**src/rtl/aligned_read.sv**
```systemverilog
// aligned_read: read-burst engine returning byte-lane-placed beats from a word-addressed memory.
// Define ALIGNED_READ_WRAP_EN to support WRAP bursts; without it WRAP answers SLVERR.
module aligned_read (
  input  logic        clk,
  input  logic        rstn,
  input  logic        start,
  input  logic [31:0] start_addr,
  input  logic [7:0]  arlen,
  input  logic [2:0]  arsize,
  input  logic [1:0]  arburst,
  output logic        mem_rd_en,
  output logic [31:0] mem_addr,
  input  logic [31:0] mem_rdata,
  output logic        rvalid,
  input  logic        rready,
  output logic [31:0] rdata,
  output logic [1:0]  rresp,
  output logic        rlast,
  output logic        busy
);
  typedef enum logic [1:0] {IDLE, FETCH, CAPTURE, SEND} state_t;
  state_t      state_q, state_d;
  logic [31:0] cur_addr_q, cur_addr_d, mem_addr_q, mem_addr_d, rdata_q, rdata_d;
  logic [7:0]  cnt_q, cnt_d, len_q, len_d;
  logic [2:0]  size_q, size_d;
  logic [1:0]  rresp_q, rresp_d;
  logic        err_q, err_d, mem_rd_en_q, mem_rd_en_d, rvalid_q, rvalid_d;
  logic        rlast_q, rlast_d, busy_q, busy_d;
  logic [31:0] szm, inc, nxt, lane_data;
  logic [1:0]  lo, hi;
  logic        start_err, wrap_bad;
`ifdef ALIGNED_READ_WRAP_EN
  logic        wrap_q, wrap_d;
  logic [31:0] wrapm;
  assign wrap_bad = !(arlen inside {8'd1, 8'd3, 8'd7, 8'd15}) ||
                    |(start_addr & ((32'd1 << arsize) - 32'd1));
  assign wrap_d   = (state_q == IDLE && start) ? (arburst == 2'b10 && !start_err) : wrap_q;
  assign wrapm    = (({24'd0, len_q} + 32'd1) << size_q) - 32'd1;
  assign nxt      = wrap_q ? ((cur_addr_q & ~wrapm) | (inc & wrapm)) : inc;
  always_ff @(posedge clk or negedge rstn)
    if (!rstn) wrap_q <= 1'b0;
    else       wrap_q <= wrap_d;
`else
  assign wrap_bad = 1'b1;
  assign nxt      = inc;
`endif
  assign szm       = (32'd1 << size_q) - 32'd1;
  assign inc       = (cur_addr_q & ~szm) + szm + 32'd1;
  assign lo        = cur_addr_q[1:0];
  assign hi        = lo | szm[1:0];
  assign start_err = arsize > 3'd2 || arburst == 2'b00 || arburst == 2'b11 ||
                     (arburst == 2'b10 && wrap_bad);
  // Active lanes span from the byte address to the end of its size container
  always_comb
    for (int i = 0; i < 4; i++)
      lane_data[8*i +: 8] = (2'(i) >= lo && 2'(i) <= hi) ? mem_rdata[8*i +: 8] : 8'h00;
  always_comb begin
    state_d     = state_q;
    cur_addr_d  = cur_addr_q;
    mem_addr_d  = mem_addr_q;
    rdata_d     = rdata_q;
    cnt_d       = cnt_q;
    len_d       = len_q;
    size_d      = size_q;
    rresp_d     = rresp_q;
    err_d       = err_q;
    mem_rd_en_d = 1'b0;
    rvalid_d    = rvalid_q;
    rlast_d     = rlast_q;
    busy_d      = busy_q;
    case (state_q)
      IDLE: if (start) begin
        state_d     = FETCH;
        cur_addr_d  = start_addr;
        mem_addr_d  = {start_addr[31:2], 2'b00};
        cnt_d       = 8'd0;
        len_d       = arlen;
        size_d      = arsize;
        err_d       = start_err;
        mem_rd_en_d = 1'b1;
        busy_d      = 1'b1;
      end
      FETCH: state_d = CAPTURE;
      CAPTURE: begin
        state_d  = SEND;
        rdata_d  = err_q ? 32'd0 : lane_data;
        rresp_d  = err_q ? 2'b10 : 2'b00;
        rlast_d  = cnt_q == len_q;
        rvalid_d = 1'b1;
      end
      SEND: if (rready) begin
        rvalid_d = 1'b0;
        rlast_d  = 1'b0;
        if (rlast_q) begin
          state_d = IDLE;
          busy_d  = 1'b0;
        end else begin
          state_d     = FETCH;
          cur_addr_d  = nxt;
          mem_addr_d  = {nxt[31:2], 2'b00};
          cnt_d       = cnt_q + 8'd1;
          mem_rd_en_d = 1'b1;
        end
      end
      default: state_d = IDLE;
    endcase
  end
  always_ff @(posedge clk or negedge rstn)
    if (!rstn) begin
      state_q     <= IDLE;
      cur_addr_q  <= 32'd0;
      mem_addr_q  <= 32'd0;
      rdata_q     <= 32'd0;
      cnt_q       <= 8'd0;
      len_q       <= 8'd0;
      size_q      <= 3'd0;
      rresp_q     <= 2'b00;
      err_q       <= 1'b0;
      mem_rd_en_q <= 1'b0;
      rvalid_q    <= 1'b0;
      rlast_q     <= 1'b0;
      busy_q      <= 1'b0;
    end else begin
      state_q     <= state_d;
      cur_addr_q  <= cur_addr_d;
      mem_addr_q  <= mem_addr_d;
      rdata_q     <= rdata_d;
      cnt_q       <= cnt_d;
      len_q       <= len_d;
      size_q      <= size_d;
      rresp_q     <= rresp_d;
      err_q       <= err_d;
      mem_rd_en_q <= mem_rd_en_d;
      rvalid_q    <= rvalid_d;
      rlast_q     <= rlast_d;
      busy_q      <= busy_d;
    end
  assign mem_rd_en = mem_rd_en_q;
  assign mem_addr  = mem_addr_q;
  assign rvalid    = rvalid_q;
  assign rdata     = rdata_q;
  assign rresp     = rresp_q;
  assign rlast     = rlast_q;
  assign busy      = busy_q;
endmodule

```
**config.mk**
```make
export PLATFORM = sky130hd
export DESIGN_NAME = aligned_read
export DESIGN_NICKNAME = d
export VERILOG_FILES = /design/src/rtl/aligned_read.sv
export SDC_FILE = /design/constraint.sdc
export NUM_CORES = 1
export LEC_CHECK = 0
export CAP_MARGIN = 20
export CELL_PAD_IN_SITES_DETAIL_PLACEMENT = 1
export CELL_PAD_IN_SITES_GLOBAL_PLACEMENT = 1
export CORE_MARGIN = 2
export CORE_UTILIZATION = 39
export DETAILED_ROUTE_END_ITERATION = 7
export MAX_ROUTING_LAYER = met4
export PLACE_DENSITY = 0.92
export REMOVE_ABC_BUFFERS = 1
export SKIP_LAST_GASP = 1
export SLEW_MARGIN = 10
export SYNTH_ARGS = -nofsm -noshare
export SYNTH_HDL_FRONTEND = slang
export SYNTH_SLANG_ARGS = --single-unit
```
**constraint.sdc**
```tcl
create_clock -name clk -period 6.55 [get_ports clk]
set_input_delay 1.31 -clock clk [delete_from_list [all_inputs] [get_ports clk]]
set_output_delay 1.31 -clock clk [all_outputs]
set_load 0.01 [all_outputs]
```
Yosys cells after proc, flatten, opt, wreduce, memory -nomap -nowiden
Index checks and enable logic that the tools add are counted.
{ "word_totals": {"regBits": 124, "inputBits": 81, "out_inout_bits": 70, "wordCells": 89} }
{ "classes": {"addsub": 4, "magnitude_cmp": 9, "eq_ne": 10, "shifts": 1, "mux": 33, "n_bitwise": 3, "n_reduce_logical": 16} }
{ "op_table": {"columns": ["op", "count"], "rows": [
  ["$mux 32", 7],
  ["$pmux 32 s2", 2],
  ["$mux 8", 7],
  ["$add 32x1->32 const B", 1],
  ["$add 32x32->32", 1],
  ["$and 32x32->32", 1],
  ["$not 32->32", 1],
  ["$shl 1x3->32 const A", 1],
  ["$sub 32x1->32 const B", 1],
  ["$pmux 8 s2", 1],
  ["$add 8x1->8 const B", 1],
  ["$eq 2x2->1 const B", 4],
  ["$eq 8x8->1", 1],
  ["$mux 1", 8],
  ["$ne 2x2->1 const B", 4],
  ["$pmux 1 s2", 4],
  ["$pmux 2 s4", 1],
  ["$reduce_and 4->1", 2],
  ["$mux 2", 3],
  ["$reduce_and 2->1", 3],
  ["$ge 1x2->1 const A", 2],
  ["$ge 2x2->1 const A", 2],
  ["$le 1x2->1 const A", 2],
  ["$le 2x2->1 const A", 2],
  ["7 further kinds", 14]
]} }

Longest topological paths before layout
{ "depth": {"ltp_word": 9, "depth_mapped": 12, "mapped_depth_nobuf": 10} }

Worst setup path before layout
No wires, ideal clock.
{ "synth_timing": {"kind": "input port to flip-flop", "startpoint": "in start", "endpoint": "reg cur_addr_q[10]", "setup_time_ns": 0.086, "arrival_ns": 2.687, "t_required_ns": 6.464, "path_slack_ns": 3.777, "cell_stages": 7, "path_buffers": 3, "path_cell_list": "nor2b_1 > a21o_1 > clkbuf_1 > clkbuf_1 > clkbuf_1 > nand2_1 > a32oi_1"} }
{ "synth_between": {"elab_chain_cells": 2} }
{ "synth_lines": {"columns": ["element", "line", "rtl"], "rows": [
  ["start: declaration", "6", "input logic start,"],
  ["$ne 2x2->1 (no line)", null, null],
  ["$reduce_and 4->1 (no line)", null, null],
  ["end signal: assignment", "125", "cur_addr_q <= cur_addr_d;"],
  ["end: declaration", "23", "logic [31:0] cur_addr_q, cur_addr_d, mem_addr_q, mem_addr_d, rdata_q, rdata_d;"]
]} }
Every way passes these cells.
A chain may end at the register's enable or synchronous reset.

Worst setup path in the final report
{ "layout_timing": {"startpoint": "reg size_q[2]", "endpoint": "reg cur_addr_q[28]"} }
{ "layout_between": {"elab_chain_cells": 9} }
{ "layout_lines": {"columns": ["element", "line", "rtl"], "rows": [
  ["start: declaration", "25", "logic [2:0] size_q, size_d;"],
  ["start signal: assignment", "130", "size_q <= size_d;"],
  ["$shl 1x3->32 *", "47", "assign szm = (32'd1 << size_q) - 32'd1;"],
  ["$sub 32x1->32 *", "47", null],
  ["$not 32->32", "48", "assign inc = (cur_addr_q & ~szm) + szm + 32'd1;"],
  ["$and 32x32->32", "48", null],
  ["$add 32x32->32 *", "48", null],
  ["$add 32x1->32 *", "48", null],
  ["$mux 32 *", "94", "if (rlast_q) begin"],
  ["$mux 32 *", "91", "SEND: if (rready) begin"],
  ["$pmux 32 s2 *", "71", "case (state_q)"]
]} }
Every way passes the cells marked *; elsewhere a longest branch is shown, timed or not. The select of a mux whose other input is x is not followed.

==> results by stage <==
Setup path:
- Across all register-to-register paths, the minimum setup slack is 2730 ps.
- By startpoint and endpoint, the worst setup path is classified as register to register.
- The highest net fanout along the worst path is 18.
- The critical path contains buffers and inverters numbering 0 combined.
- The worst register-to-register path has a depth of 9.
- The endpoint type of the worst setup path is a register.
- The data required time of the critical path is 6810 ps.
- The critical path's slowest cell is sky130_fd_sc_hd__nor3b_2.
- For this run, the slowest stage of the critical path takes 800 ps.
- STA classifies the critical path startpoint as a register.
- Traced cell by cell, the critical path runs through nor2_1, nand2_1, ha_1, nor3b_2, a211oi_1, a21oi_2, nand3_2, or4_1, o211ai_1.
- The cell family contributing the most delay on the critical path is simple AND/OR/NAND/NOR gates.
- At the worst endpoint, the arrival time is 4080 ps.
- The critical path crosses 9 cells after its start point.

Synthesis:
- The number of warnings reported in the yosys synthesis log is 0.
- The count of state elements after synthesis is 91.
- The mean area per synthesized cell is 8.875 um^2.
- The synthesized netlist cell count is 622.
- The count of flip-flops with a built-in enable after synthesis is 0.
- The post-synthesis sequential area ratio is 41.25%.
- In the synthesized netlist, the cells that appear most often are 91 x sky130_fd_sc_hd__dfrtp_1, 70 x sky130_fd_sc_hd__nand2_1, 50 x sky130_fd_sc_hd__inv_1, 49 x sky130_fd_sc_hd__o21ai_0, 38 x sky130_fd_sc_hd__buf_4.
- The count of cell types in the netlist is 67.
- Summed over all instances, the cell type with the most area after synthesis is sky130_fd_sc_hd__dfrtp_1.
- In this run the cell area of the synthesized design comes to 5520 um^2.
- The area share of the largest cell type after synthesis is 41.25%.
- The most used flip-flop cell after synthesis is sky130_fd_sc_hd__dfrtp_1.
- For this run, asynchronously set or reset flops after synthesis account for 100.0%.
- Among all cell types in the netlist, the one instantiated most often is sky130_fd_sc_hd__dfrtp_1.
- Yosys attributes the largest share of cell area to sky130_fd_sc_hd__dfrtp_1 41%, sky130_fd_sc_hd__buf_4 5.2%, sky130_fd_sc_hd__nand2_1 4.8%.

CTS:
- The total number of clock tree sinks is 91.
- Counting along the longest clock path gives a buffer depth of 2.
- The register clock-pin slew on the reported worst setup and hold paths is 70 ps.
- The count of hold-fix buffers inserted at cts is 0.
- The number of cells upsized or downsized after cts is 0.
- The cell sitting at the root of the clock tree is a sky130_fd_sc_hd__clkbuf_16.
- Clock tree synthesis inserted a total of 9 buffers.
- The H-tree generated during clock tree synthesis spans 3 levels.
- After clock tree synthesis, the setup repair step added 0 buffers.
- The TritonCTS clock tree is done.
- The later pin in the worst-skew pair is clocked with a latency of 350 ps.

Timing:
- Hold timing on the final database bottoms out at a slack of 519.6 ps.
- The worst path uses 58.26% of the clock period.
- The final-report max-slew violation count was 0.
- The fmax is 262.1 MHz.
- For the finished layout, the period the worst path requires is 3816 ps.
- The count of final hold-check violations is 0.
- Adding up every negative setup slack in the final design gives 0 ps.
- The worst relative slew slack is 34.87%.
- The total setup violations reported at the end of the flow is 0.
- Setup repair after global routing left no endpoint under its margin.
- The final worst clock skew is 12.32 ps.
- The slew of the pin with the lowest slew margin is 969.5 ps.

Drt:
- The remaining number of nets flagged by the antenna check after routing is 0.
- For this run, design rule violations remaining after detail routing come to 0.
- The wire length per cell is 19.67 um.
- Detailed routing inserted a total of 5155 vias.
- For this run, the detailed router's first-pass iteration total came to 5.
- The detailed router finished its first iteration with 380 violations.
- The post-detailed-route via-to-cell ratio is 5.684.
- The post-detailed-routing wire length is 17850 um.

Cells and area:
- In the final layout, the share of cells above drive strength 1 is 7.565%.
- The repair_antennas step left the layout with diodes totalling 0.
- The number of nets in the layout is 815.
- After routing the design area is 7136 um^2.
- Relative to the synthesized area, the layout overhead comes to 29.26%.
- The final cell utilization of the core is 51.61%.

Placed design:
- The number of buffer cells added on primary ports is 147.
- The global placer's final weighted congestion is 0.8809.
- The detailed placer's ending HPWL is 13050 um.
- The placed cell area is 6864 um^2.

Power and ir drop:
- Power spread over the standard cell area amounts to 492.3 nW/um^2.
- The clock network is responsible for 13.7% of the overall power.
- Across the VDD grid, the largest voltage drop is 0.1993 mV.
- Internal power comes to 1.906 mW.
- The switching share of total power is 45.74%.
- Per report_power, the combinational group accounts for 55.2% of the total.
- In this run the static leakage power is 2.874 nW.
- The sequential power share is 31.1%.
- The net switching power figure is 1.607 mW.

Outcome:
- The flow ran to the end, and the final reports show no timing, DRC or antenna violations.

GRT:
- The first global-routing pass estimated 28150 um of wire.
- The number of global-route vias before repair was 5427.
- The initial antenna violation count is 0.
- The total congestion overflow after global routing is 0.
- The all-layer global routing usage is 24.64%.
- Entering global routing, the biggest net connects 54 pins.

Min path:
- The class of the tightest hold or removal check is register to register.
- The hold path depth is 2.

Floorplan:
- The total number of placement rows is 43.
- The top-level port count is 151.
- The effective utilization at floorplan is 39.92%.
- The height of the die is 123.0 um.
- The width of the die is 123.0 um.
- The die covers 15120 um^2.
- The core outline area is 13830 um^2.

Flow run:
- Across the run, the number of max-cap violations was 0.
metrics by stage:
stage	std cells	worst slack [ps]	power (mW)
global placement	891	2776	2.879
finish	907	2734	3.513
floorplan	558	3031	2.160
global route	907	2425	3.760
detailed placement	891	2705	3.016
CTS	906	2724	3.517
per-layer routing:
layer	part of all wire, %	GRT usage [%]
met2	49	41.33
met4	1.7	6.889
met1	42	30.09
met3	7.9	5.397
met5	0	-
state kept, by name (all words and copies together), names as in the netlist:
| register | cells |
|---|---|
| rresp | 1 |
| len_q | 8 |
| rvalid | 1 |
| state_q | 2 |
| busy | 1 |
| rlast | 1 |
| cur_addr_q | 32 |
| cnt_q | 8 |
| size_q | 3 |
| rdata | 32 |
| err_q | 1 |
| mem_rd_en | 1 |
cell usage in the layout (no fill, tap or decap), types with 3 or more instances in the layout:
master	instances
sky130_fd_sc_hd__nor3_1	18
sky130_fd_sc_hd__nand2b_1	6
sky130_fd_sc_hd__buf_4	7
sky130_fd_sc_hd__o21ai_0	49
sky130_fd_sc_hd__a21o_1	5
sky130_fd_sc_hd__nor4_1	9
sky130_fd_sc_hd__conb_1	3
sky130_fd_sc_hd__o31a_1	3
sky130_fd_sc_hd__mux2_2	14
sky130_fd_sc_hd__o41ai_1	3
sky130_fd_sc_hd__xor2_1	15
sky130_fd_sc_hd__dfrtp_1	91
sky130_fd_sc_hd__o31ai_1	9
sky130_fd_sc_hd__ha_1	11
sky130_fd_sc_hd__inv_1	50
sky130_fd_sc_hd__nand2_1	70
sky130_fd_sc_hd__a211oi_1	7
sky130_fd_sc_hd__nor2b_1	3
sky130_fd_sc_hd__or3_1	11
sky130_fd_sc_hd__a31oi_1	13
sky130_fd_sc_hd__mux2i_1	8
sky130_fd_sc_hd__xnor2_1	8
sky130_fd_sc_hd__nand4_1	7
sky130_fd_sc_hd__a21oi_1	18
sky130_fd_sc_hd__and4_1	3
sky130_fd_sc_hd__nor2_1	31
sky130_fd_sc_hd__or4_1	3
sky130_fd_sc_hd__nand3_1	12
sky130_fd_sc_hd__o22ai_1	21
sky130_fd_sc_hd__and3_1	16
sky130_fd_sc_hd__clkdlybuf4s50_1	146
sky130_fd_sc_hd__clkbuf_16	9
cells by family after synthesis:
logic type	count (synthesis)	share of synthesized area, %
adders and majority gates	11	2.493
other	1	0.06793
buffers and inverters	116	10.70
DFF	91	41.25
muxes	23	4.714
AOI/OAI and AO/OA	152	17.88
and+or+nand+nor	205	19.24
xor gates and xnor gates	23	3.649
power groups by stage:
stage,Clock (mW),Combinational [mW],Sequential (mW)
after floorplan,0,1.08,1.08
after global placement,0,1.81,1.07
after detailed placement,0,1.92,1.09
after CTS,0.489,1.94,1.09
after global routing,0.512,2.12,1.13
final,0.481,1.94,1.09
path summary, 6_finish.rpt:
check | start | endpoint
min in group asynchronous | rstn | rdata[6]$_DFFE_PN0P_
min | busy$_DFFE_PN0P_ | busy$_DFFE_PN0P_
min reg2reg | busy$_DFFE_PN0P_ | busy$_DFFE_PN0P_
max reg2reg | size_q[2]$_DFFE_PN0P_ | cur_addr_q[28]$_DFFE_PN0P_
max | size_q[2]$_DFFE_PN0P_ | cur_addr_q[28]$_DFFE_PN0P_
max in group asynchronous | rstn | cur_addr_q[5]$_DFFE_PN0P_
final cells by class:
type                    instances  area (um^2)
repair buffers                154         1519
inverters                      50        187.7
fillers                      1607         6691
clock buffers                  10        229.0
flip-flops and latches         91         2277
clock inverters                 5        37.54
multi-input cells             417         2660
well taps                     180        225.2
worst min-delay path: cells and delay by family (launching register included):
kind,cells,cell delay [ps]
compound gates,2,130
flops,1,350
(Power assumes the default switching activity.)
